--- config.mk ---
export PLATFORM = sky130hd
export DESIGN_NAME = gb_fb_write_ctrl_flat
export DESIGN_NICKNAME = d
export VERILOG_FILES = /design/src/rtl/gb_fb_write_ctrl_if.sv /design/src/rtl/gb_fb_write_ctrl.sv /design/src/flat_wrapper.sv
export SDC_FILE = /design/constraint.sdc
export NUM_CORES = 1
export LEC_CHECK = 0
export BUFFER_PORTS_ARGS = -buffer_cell sky130_fd_sc_hd__clkbuf_2
export CAP_MARGIN = 20
export CORE_ASPECT_RATIO = 1.2
export CORE_MARGIN = 2
export CORE_UTILIZATION = 56
export DETAILED_ROUTE_END_ITERATION = 16
export GPL_ROUTABILITY_DRIVEN = 0
export GPL_TIMING_DRIVEN = 0
export HOLD_SLACK_MARGIN = 0.02
export PLACE_DENSITY = 0.79
export SLEW_MARGIN = 20
export SYNTH_ARGS = -nofsm -noshare
export SYNTH_HDL_FRONTEND = slang
export SYNTH_SLANG_ARGS = --single-unit
--- constraint.sdc ---
create_clock -name GameBoy_clk -period 2.5 [get_ports GameBoy_clk]
set_clock_uncertainty 0.1 [all_clocks]
set_input_delay 0.125 -clock GameBoy_clk [delete_from_list [all_inputs] [get_ports GameBoy_clk]]
set_output_delay 0.125 -clock GameBoy_clk [all_outputs]
set_load 0.02 [all_outputs]
--- src/rtl/gb_fb_write_ctrl_if.sv ---
// ---------------------------------------------------------------------------
// gb_fb_write_ctrl_if
// Bundles the PPU pixel stream, the framebuffer write port, the swap
// handshake with the VGA domain and the status outputs of gb_fb_write_ctrl.
//   master : pixel source / VGA side (drives LD, PX_VALID, LCD_ON,
//            FRAME_START, swap_ack; observes everything else)
//   slave  : gb_fb_write_ctrl itself
// ---------------------------------------------------------------------------
interface gb_fb_write_ctrl_if;
  logic [1:0]  LD;
  logic        PX_VALID;
  logic        LCD_ON;
  logic        FRAME_START;
  logic        swap_req;
  logic        swap_ack;
  logic        wr_en;
  logic [14:0] wr_addr;
  logic [1:0]  wr_data;
  logic        wr_bank;
  logic        disp_bank;
  logic [7:0]  frame_cnt;
  logic [7:0]  drop_cnt;
  logic        overrun;
  logic        short_frame;

  modport master (
    output LD, PX_VALID, LCD_ON, FRAME_START, swap_ack,
    input  swap_req, wr_en, wr_addr, wr_data, wr_bank, disp_bank,
           frame_cnt, drop_cnt, overrun, short_frame
  );

  modport slave (
    input  LD, PX_VALID, LCD_ON, FRAME_START, swap_ack,
    output swap_req, wr_en, wr_addr, wr_data, wr_bank, disp_bank,
           frame_cnt, drop_cnt, overrun, short_frame
  );
endinterface

--- src/rtl/gb_fb_write_ctrl.sv ---
// ---------------------------------------------------------------------------
// gb_fb_write_ctrl
// Writes the Game Boy PPU pixel stream into one bank of a double-buffered
// framebuffer and hands completed frames to the VGA side with a toggle
// request / toggle acknowledge handshake.
//
// Ports:
//   GameBoy_clk    2^22 Hz Game Boy clock
//   GameBoy_reset  asynchronous, active-high reset
//   bus (slave)    LD/PX_VALID/LCD_ON/FRAME_START pixel input,
//                  wr_en/wr_addr/wr_data/wr_bank framebuffer write port,
//                  swap_req/swap_ack bank-swap handshake,
//                  disp_bank/frame_cnt/drop_cnt/overrun/short_frame status
//
// Optional feature macro: FB_BLANK_ON_LCD_OFF_EN
//   When defined, switching the LCD off clears the back buffer to shade 0
//   and swaps it in (BLANK state). When undefined the display keeps the
//   last completed frame.
// ---------------------------------------------------------------------------
module gb_fb_write_ctrl #(
  parameter int FB_W = 160,
  parameter int FB_H = 144
) (
  input logic              GameBoy_clk,
  input logic              GameBoy_reset,
  gb_fb_write_ctrl_if.slave bus
);

  localparam logic [14:0] LAST_IDX = 15'(FB_W * FB_H - 1);

`ifdef FB_BLANK_ON_LCD_OFF_EN
  typedef enum logic [1:0] {S_IDLE, S_FILL, S_SWAP_WAIT, S_BLANK} state_t;
`else
  typedef enum logic [1:0] {S_IDLE, S_FILL, S_SWAP_WAIT} state_t;
`endif

  state_t      r_state, w_state_nxt;
  logic [14:0] r_idx;
  logic        r_wr_en;
  logic [14:0] r_wr_addr;
  logic [1:0]  r_wr_data;
  logic        r_disp_bank;
  logic        r_swap_req;
  logic        r_ack_s1, r_ack_s2;
  logic [7:0]  r_frame_cnt;
  logic [7:0]  r_drop_cnt;
  logic        r_overrun;
  logic        r_short_frame;

  logic        w_wr_en;
  logic [14:0] w_wr_addr;
  logic [1:0]  w_wr_data;
  logic [14:0] w_idx_nxt;
  logic        w_toggle;
  logic        w_swap_done;
  logic        w_drop;
  logic        w_short;

  // A FRAME_START coinciding with a pixel places that pixel at address 0.
  logic [14:0] w_pix_addr;
  logic        w_last_px;
  logic        w_ack_done;

  assign w_pix_addr = bus.FRAME_START ? 15'd0 : r_idx;
  assign w_last_px  = bus.PX_VALID && (w_pix_addr == LAST_IDX);
  assign w_ack_done = (r_ack_s2 == r_swap_req);

  // State register
  always_ff @(posedge GameBoy_clk or posedge GameBoy_reset) begin
    if (GameBoy_reset) r_state <= S_IDLE;
    else               r_state <= w_state_nxt;
  end

  // Next-state logic
  always_comb begin
    w_state_nxt = r_state;
    case (r_state)
      S_IDLE: begin
        if (bus.LCD_ON && bus.FRAME_START)
          w_state_nxt = w_last_px ? S_SWAP_WAIT : S_FILL;
      end
      S_FILL: begin
        if (!bus.LCD_ON)
`ifdef FB_BLANK_ON_LCD_OFF_EN
          w_state_nxt = S_BLANK;
`else
          w_state_nxt = S_IDLE;
`endif
        else if (w_last_px)
          w_state_nxt = S_SWAP_WAIT;
      end
      // Re-entering FILL at index 0 is what starts a frame whose
      // FRAME_START arrived while we were waiting for the VGA side.
      S_SWAP_WAIT: begin
        if (w_ack_done)
          w_state_nxt = bus.LCD_ON ? S_FILL : S_IDLE;
      end
`ifdef FB_BLANK_ON_LCD_OFF_EN
      S_BLANK: begin
        if (r_idx == LAST_IDX) w_state_nxt = S_SWAP_WAIT;
      end
`endif
      default: w_state_nxt = S_IDLE;
    endcase
  end

  // Output / datapath next-value logic
  always_comb begin
    w_wr_en     = 1'b0;
    w_wr_addr   = r_wr_addr;
    w_wr_data   = r_wr_data;
    w_idx_nxt   = r_idx;
    w_toggle    = 1'b0;
    w_swap_done = 1'b0;
    w_drop      = 1'b0;
    w_short     = 1'b0;
    case (r_state)
      S_IDLE, S_FILL: begin
        if (bus.LCD_ON && (bus.FRAME_START || r_state == S_FILL)) begin
          // Only a restart after real progress counts as a short frame.
          if (r_state == S_FILL && bus.FRAME_START && r_idx != 15'd0)
            w_short = 1'b1;
          w_idx_nxt = w_pix_addr;
          if (bus.PX_VALID) begin
            w_wr_en   = 1'b1;
            w_wr_addr = w_pix_addr;
            w_wr_data = bus.LD;
            if (w_last_px) begin
              w_idx_nxt = 15'd0;
              w_toggle  = 1'b1;
            end else begin
              w_idx_nxt = w_pix_addr + 15'd1;
            end
          end
        end else if (r_state == S_FILL) begin
          // LCD switched off: abandon the partial frame.
          w_idx_nxt = 15'd0;
        end
      end
      S_SWAP_WAIT: begin
        w_drop = bus.PX_VALID;
        if (w_ack_done) begin
          w_swap_done = 1'b1;
          w_idx_nxt   = 15'd0;
        end
      end
`ifdef FB_BLANK_ON_LCD_OFF_EN
      S_BLANK: begin
        w_wr_en   = 1'b1;
        w_wr_addr = r_idx;
        w_wr_data = 2'd0;
        if (r_idx == LAST_IDX) begin
          w_idx_nxt = 15'd0;
          w_toggle  = 1'b1;
        end else begin
          w_idx_nxt = r_idx + 15'd1;
        end
      end
`endif
      default: ;
    endcase
  end

  always_ff @(posedge GameBoy_clk or posedge GameBoy_reset) begin
    if (GameBoy_reset) begin
      r_idx         <= 15'd0;
      r_wr_en       <= 1'b0;
      r_wr_addr     <= 15'd0;
      r_wr_data     <= 2'd0;
      r_disp_bank   <= 1'b0;
      r_swap_req    <= 1'b0;
      r_ack_s1      <= 1'b0;
      r_ack_s2      <= 1'b0;
      r_frame_cnt   <= 8'd0;
      r_drop_cnt    <= 8'd0;
      r_overrun     <= 1'b0;
      r_short_frame <= 1'b0;
    end else begin
      // Two-flop synchronizer for the VGA-domain acknowledge toggle
      r_ack_s1  <= bus.swap_ack;
      r_ack_s2  <= r_ack_s1;
      r_idx     <= w_idx_nxt;
      r_wr_en   <= w_wr_en;
      r_wr_addr <= w_wr_addr;
      r_wr_data <= w_wr_data;
      if (w_toggle) r_swap_req <= ~r_swap_req;
      if (w_swap_done) begin
        r_disp_bank <= ~r_disp_bank;
        r_frame_cnt <= r_frame_cnt + 8'd1;
      end
      if (w_drop) begin
        r_overrun <= 1'b1;
        if (r_drop_cnt != 8'hFF) r_drop_cnt <= r_drop_cnt + 8'd1;
      end
      if (w_short) r_short_frame <= 1'b1;
    end
  end

  assign bus.wr_en       = r_wr_en;
  assign bus.wr_addr     = r_wr_addr;
  assign bus.wr_data     = r_wr_data;
  assign bus.disp_bank   = r_disp_bank;
  assign bus.wr_bank     = ~r_disp_bank;
  assign bus.swap_req    = r_swap_req;
  assign bus.frame_cnt   = r_frame_cnt;
  assign bus.drop_cnt    = r_drop_cnt;
  assign bus.overrun     = r_overrun;
  assign bus.short_frame = r_short_frame;

endmodule

--- src/flat_wrapper.sv ---
// flat-port wrapper written by rule: the top's interface ports become plain ports
module gb_fb_write_ctrl_flat 
#(
  parameter int FB_W = 160,
  parameter int FB_H = 144
)
  (GameBoy_clk, GameBoy_reset, bus_LD, bus_PX_VALID, bus_LCD_ON, bus_FRAME_START, bus_swap_ack, bus_swap_req, bus_wr_en, bus_wr_addr, bus_wr_data, bus_wr_bank, bus_disp_bank, bus_frame_cnt, bus_drop_cnt, bus_overrun, bus_short_frame);
  gb_fb_write_ctrl_if bus_i ();
  input logic GameBoy_clk;
  input logic GameBoy_reset;
  input wire logic [$bits(bus_i.LD)-1:0] bus_LD;
  input wire logic [$bits(bus_i.PX_VALID)-1:0] bus_PX_VALID;
  input wire logic [$bits(bus_i.LCD_ON)-1:0] bus_LCD_ON;
  input wire logic [$bits(bus_i.FRAME_START)-1:0] bus_FRAME_START;
  input wire logic [$bits(bus_i.swap_ack)-1:0] bus_swap_ack;
  output wire logic [$bits(bus_i.swap_req)-1:0] bus_swap_req;
  output wire logic [$bits(bus_i.wr_en)-1:0] bus_wr_en;
  output wire logic [$bits(bus_i.wr_addr)-1:0] bus_wr_addr;
  output wire logic [$bits(bus_i.wr_data)-1:0] bus_wr_data;
  output wire logic [$bits(bus_i.wr_bank)-1:0] bus_wr_bank;
  output wire logic [$bits(bus_i.disp_bank)-1:0] bus_disp_bank;
  output wire logic [$bits(bus_i.frame_cnt)-1:0] bus_frame_cnt;
  output wire logic [$bits(bus_i.drop_cnt)-1:0] bus_drop_cnt;
  output wire logic [$bits(bus_i.overrun)-1:0] bus_overrun;
  output wire logic [$bits(bus_i.short_frame)-1:0] bus_short_frame;
  assign bus_i.LD = bus_LD;
  assign bus_i.PX_VALID = bus_PX_VALID;
  assign bus_i.LCD_ON = bus_LCD_ON;
  assign bus_i.FRAME_START = bus_FRAME_START;
  assign bus_i.swap_ack = bus_swap_ack;
  assign bus_swap_req = bus_i.swap_req;
  assign bus_wr_en = bus_i.wr_en;
  assign bus_wr_addr = bus_i.wr_addr;
  assign bus_wr_data = bus_i.wr_data;
  assign bus_wr_bank = bus_i.wr_bank;
  assign bus_disp_bank = bus_i.disp_bank;
  assign bus_frame_cnt = bus_i.frame_cnt;
  assign bus_drop_cnt = bus_i.drop_cnt;
  assign bus_overrun = bus_i.overrun;
  assign bus_short_frame = bus_i.short_frame;
  gb_fb_write_ctrl #(.FB_W(FB_W), .FB_H(FB_H)) u_core (.GameBoy_clk(GameBoy_clk), .GameBoy_reset(GameBoy_reset), .bus(bus_i));
endmodule
==> impl_metrics.py <==
metrics = {
    "finish": {
        "diodes": 0,
        "final_cells": 391,
        "final_net_count": 339,
        "fill_cells": 353,
        "syn_to_final_growth_pct": 20.5,
        "drive_gt1_share_pct": 23.4,
    },
    "floorplan": {
        "die-area_um2": 5480,
        "ioPinCount": 47,
        "die_h_um": 80.7,
        "initial_core_util_pct": 58.9,
        "dieWidth_um": 67.9,
        "core_um2": 4660,
        "fp-row-count": 27,
    },
    "sta": {
        "drv_slew": 0,
        "timing.fmax_mhz": 457,
        "layout_min_cycle_time_ps": 2190,
        "maxSlewHeadroom_pct": 55.5,
        "setup_violations": 0,
        "rsz0062_at_grt": "false",
        "setup_ws_ps": 314,
        "worst_slew_pin_slew_ps": 667,
        "hold_violations": 0,
        "fin_setup_tns_ps": 0,
        "fin_crit_sh_pct": 87.4,
    },
    "placement": {
        "place_inst": 370,
        "dp_hpwl_mm": 4.27,
        "post-place-ws_ps": 142,
        "io_buffers": 45,
    },
    "worst_setup_path": {
        "r2r_cells": 7,
        "end_kind": "flip-flop",
        "crit_path_start": "u_core.r_idx[0]",
        "cp.required_ps": 2600,
        "crit_arrival_ps": 2290,
        "start_kind": "flip-flop",
        "crit_path_max_fanout": 5,
        "cp-endpoint": "u_core.r_idx[14]",
        "critPathKind": "reg2reg",
        "reg2reg_from": "u_core.r_idx[0]",
        "reg2reg_to": "u_core.r_idx[14]",
        "r2r_slack_ps": 310,
    },
    "power_and_ir_drop": {
        "power.leakage_nw": 1.61,
        "powerDensity_nw_per_um2": 614,
        "ir_drop_mv": 0.470,
        "power_mw": 2.03,
    },
    "yosys": {
        "avgSynthCellArea_um2": 10.3,
        "syn_inst": 267,
        "synth_edf_count": 0,
        "synthTopCellsByCount": "dfrtp_1, nand2_1, o21ai_0, nand2b_1, nor2_1",
        "seq_area_frac_synth_pct": 51.9,
        "yosysTopAreaCell": "dfrtp_1",
        "synthesis.area_um2": 2750,
        "ys_ff_latch": 57,
        "async_flop_share_pct": 100,
        "synthTopCellsByArea": "dfrtp_1, nand2_1, o21ai_0",
        "yosys_warnings": 0,
        "syn_nets": 278,
        "synth_cell_type_count": 48,
        "synth_top_area_share_pct": 51.9,
        "synthFlopType": "dfrtp_1",
        "yosysMostFrequentCell": "dfrtp_1",
    },
    "cts": {
        "cts.htree.levels": 3,
        "clock_latency_ps": 340,
        "cts_buffers": 9,
        "cts_tree": "built",
        "clockRootBuffer": "clkbuf_8",
        "cts.clk_slew.worst_paths_ps": 60,
        "clock-sinks": 57,
        "clockBufferDepth": 2,
    },
    "global_routing": {
        "grtUsageTotal_pct": 24.4,
        "grt_remaining_overflow": 0,
        "grt_max_degree": 58,
        "antenna_found_initial": 0,
        "grt_pass1_wl_mm": 9.82,
        "grt_pass1_vias": 2166,
    },
    "hold_path": {
        "hp-class": "in2reg",
    },
    "detailed_routing": {
        "wl_per_cell_um": 15.3,
        "dr.pass1.iters": 4,
        "route.detailed.drc": 0,
        "vias": 2214,
        "ant_nets": 0,
        "drtIter0Drc": 179,
        "wl_mm": 6.00,
        "viasPerCell": 5.66,
    },
    "status": {
        "outcome": "complete, no violations",
    },
    "run": {
        "cap_violations": 0,
    },
}
==> power by group <==
group	internal (mW)	switching, mW	total (mW)
Combinational	0.0564	0.0980	0.154
Sequential	0.944	0.0138	0.958
Clock	0.560	0.358	0.918
Total	1.56	0.470	2.03
==> logic make-up after synthesis <==
| group | synth area share [%] |
|---|---|
| simple gates | 23.6 |
| xor+xnor | 5.74 |
| mux | 2.87 |
| compound gates | 11.9 |
| flops | 51.9 |
| fa+ha+maj | 1.37 |
| buf+inv | 2.64 |
==> placed cells by master (no fill, tap or decap), types with 3 or more instances in the layout <==
cell,count
clkbuf_1,9
mux2_2,7
clkbuf_8,9
a31oi_1,3
a22o_1,5
and3_1,4
and2_1,3
nand3b_1,3
nand2_1,30
xnor2_1,10
clkbuf_2,45
nand2b_1,13
nor2_1,12
nor2b_1,4
nand4_1,8
nor3_1,6
dfrtp_1,57
a21oi_1,5
o21ai_0,22
dlygate4sd3_1,5
nand3_1,11
ha_1,3
inv_1,7
xor2_1,8
nor4_1,5
==> flip-flops by register name, summed over array words and instances, names as in the netlist, 2 cells and up <==
register / flops
u_core.bus.drop_cnt: 8
u_core.bus.frame_cnt: 8
u_core.bus.wr_addr: 15
u_core.bus.wr_data: 2
u_core.r_idx: 15
u_core.r_state: 2
==> what timing repair did <==
| action | in CTS | in global routing |
|---|---|---|
| hold buffers | 5 | 0 |
| buffers inserted | 0 | 0 |
| gates resized for setup | 0 | 0 |
| hold endpoints to repair | 62 | 0 |
==> layout make-up <==
cell class	instances	area, um2	area share, %
repair buffers	50	275	8.32
inverters	8	32.5	0.983
flip-flops and latches	57	1430	43.1
multi-input cells	193	1250	37.7
clock buffers	11	131	3.97
plain buffers	9	42.5	1.29
clock inverters	5	80.1	2.42
well taps	58	72.6	2.19
==> per-layer routing <==
metal,up-vias,routed length [um],GRT usage [%]
met2,61,2960,37.4
met3,18,260,6.16
met1,1061,2610,30.0
li1,1074,-,-
met5,-,0,0
met4,0,177,16.4
==> metrics by stage <==
stage / instance area, um2 / util (%) / hold slack [ps]
3_5_place_dp: 3050 / 65.4 / 135
3_3_place_gp: 3040 / 65.3 / 133
5_1_grt: 3310 / 71.0 / 238
4_1_cts: 3310 / 71.0 / 176
6_report: 3310 / 71.0 / 178
2_1_floorplan: 2750 / - / 56.4
==> critical path, cell delays in order (launching register included) <==
cell	delay (ps)
dfrtp_1	390
nor2b_1	260
ha_1	290
nand3b_1	180
and4bb_2	420
inv_1	80
o31ai_1	240
o21ai_0	110
==> worst min path at each step <==
stage / startpoint / to / slack (ps) / depth (start not counted)
after floorplan: bus_swap_ack / u_core.r_ack_s1 / 60 / 0
after global placement: bus_swap_ack / u_core.r_ack_s1 / 130 / 1
after detailed placement: bus_swap_ack / u_core.r_ack_s1 / 130 / 1
after CTS: bus_PX_VALID / u_core.r_idx[1] / 180 / 3
after global routing: bus_PX_VALID / u_core.r_idx[1] / 240 / 3
final: bus_PX_VALID / u_core.r_idx[1] / 180 / 3
Power figures use the tool's default switching activity.
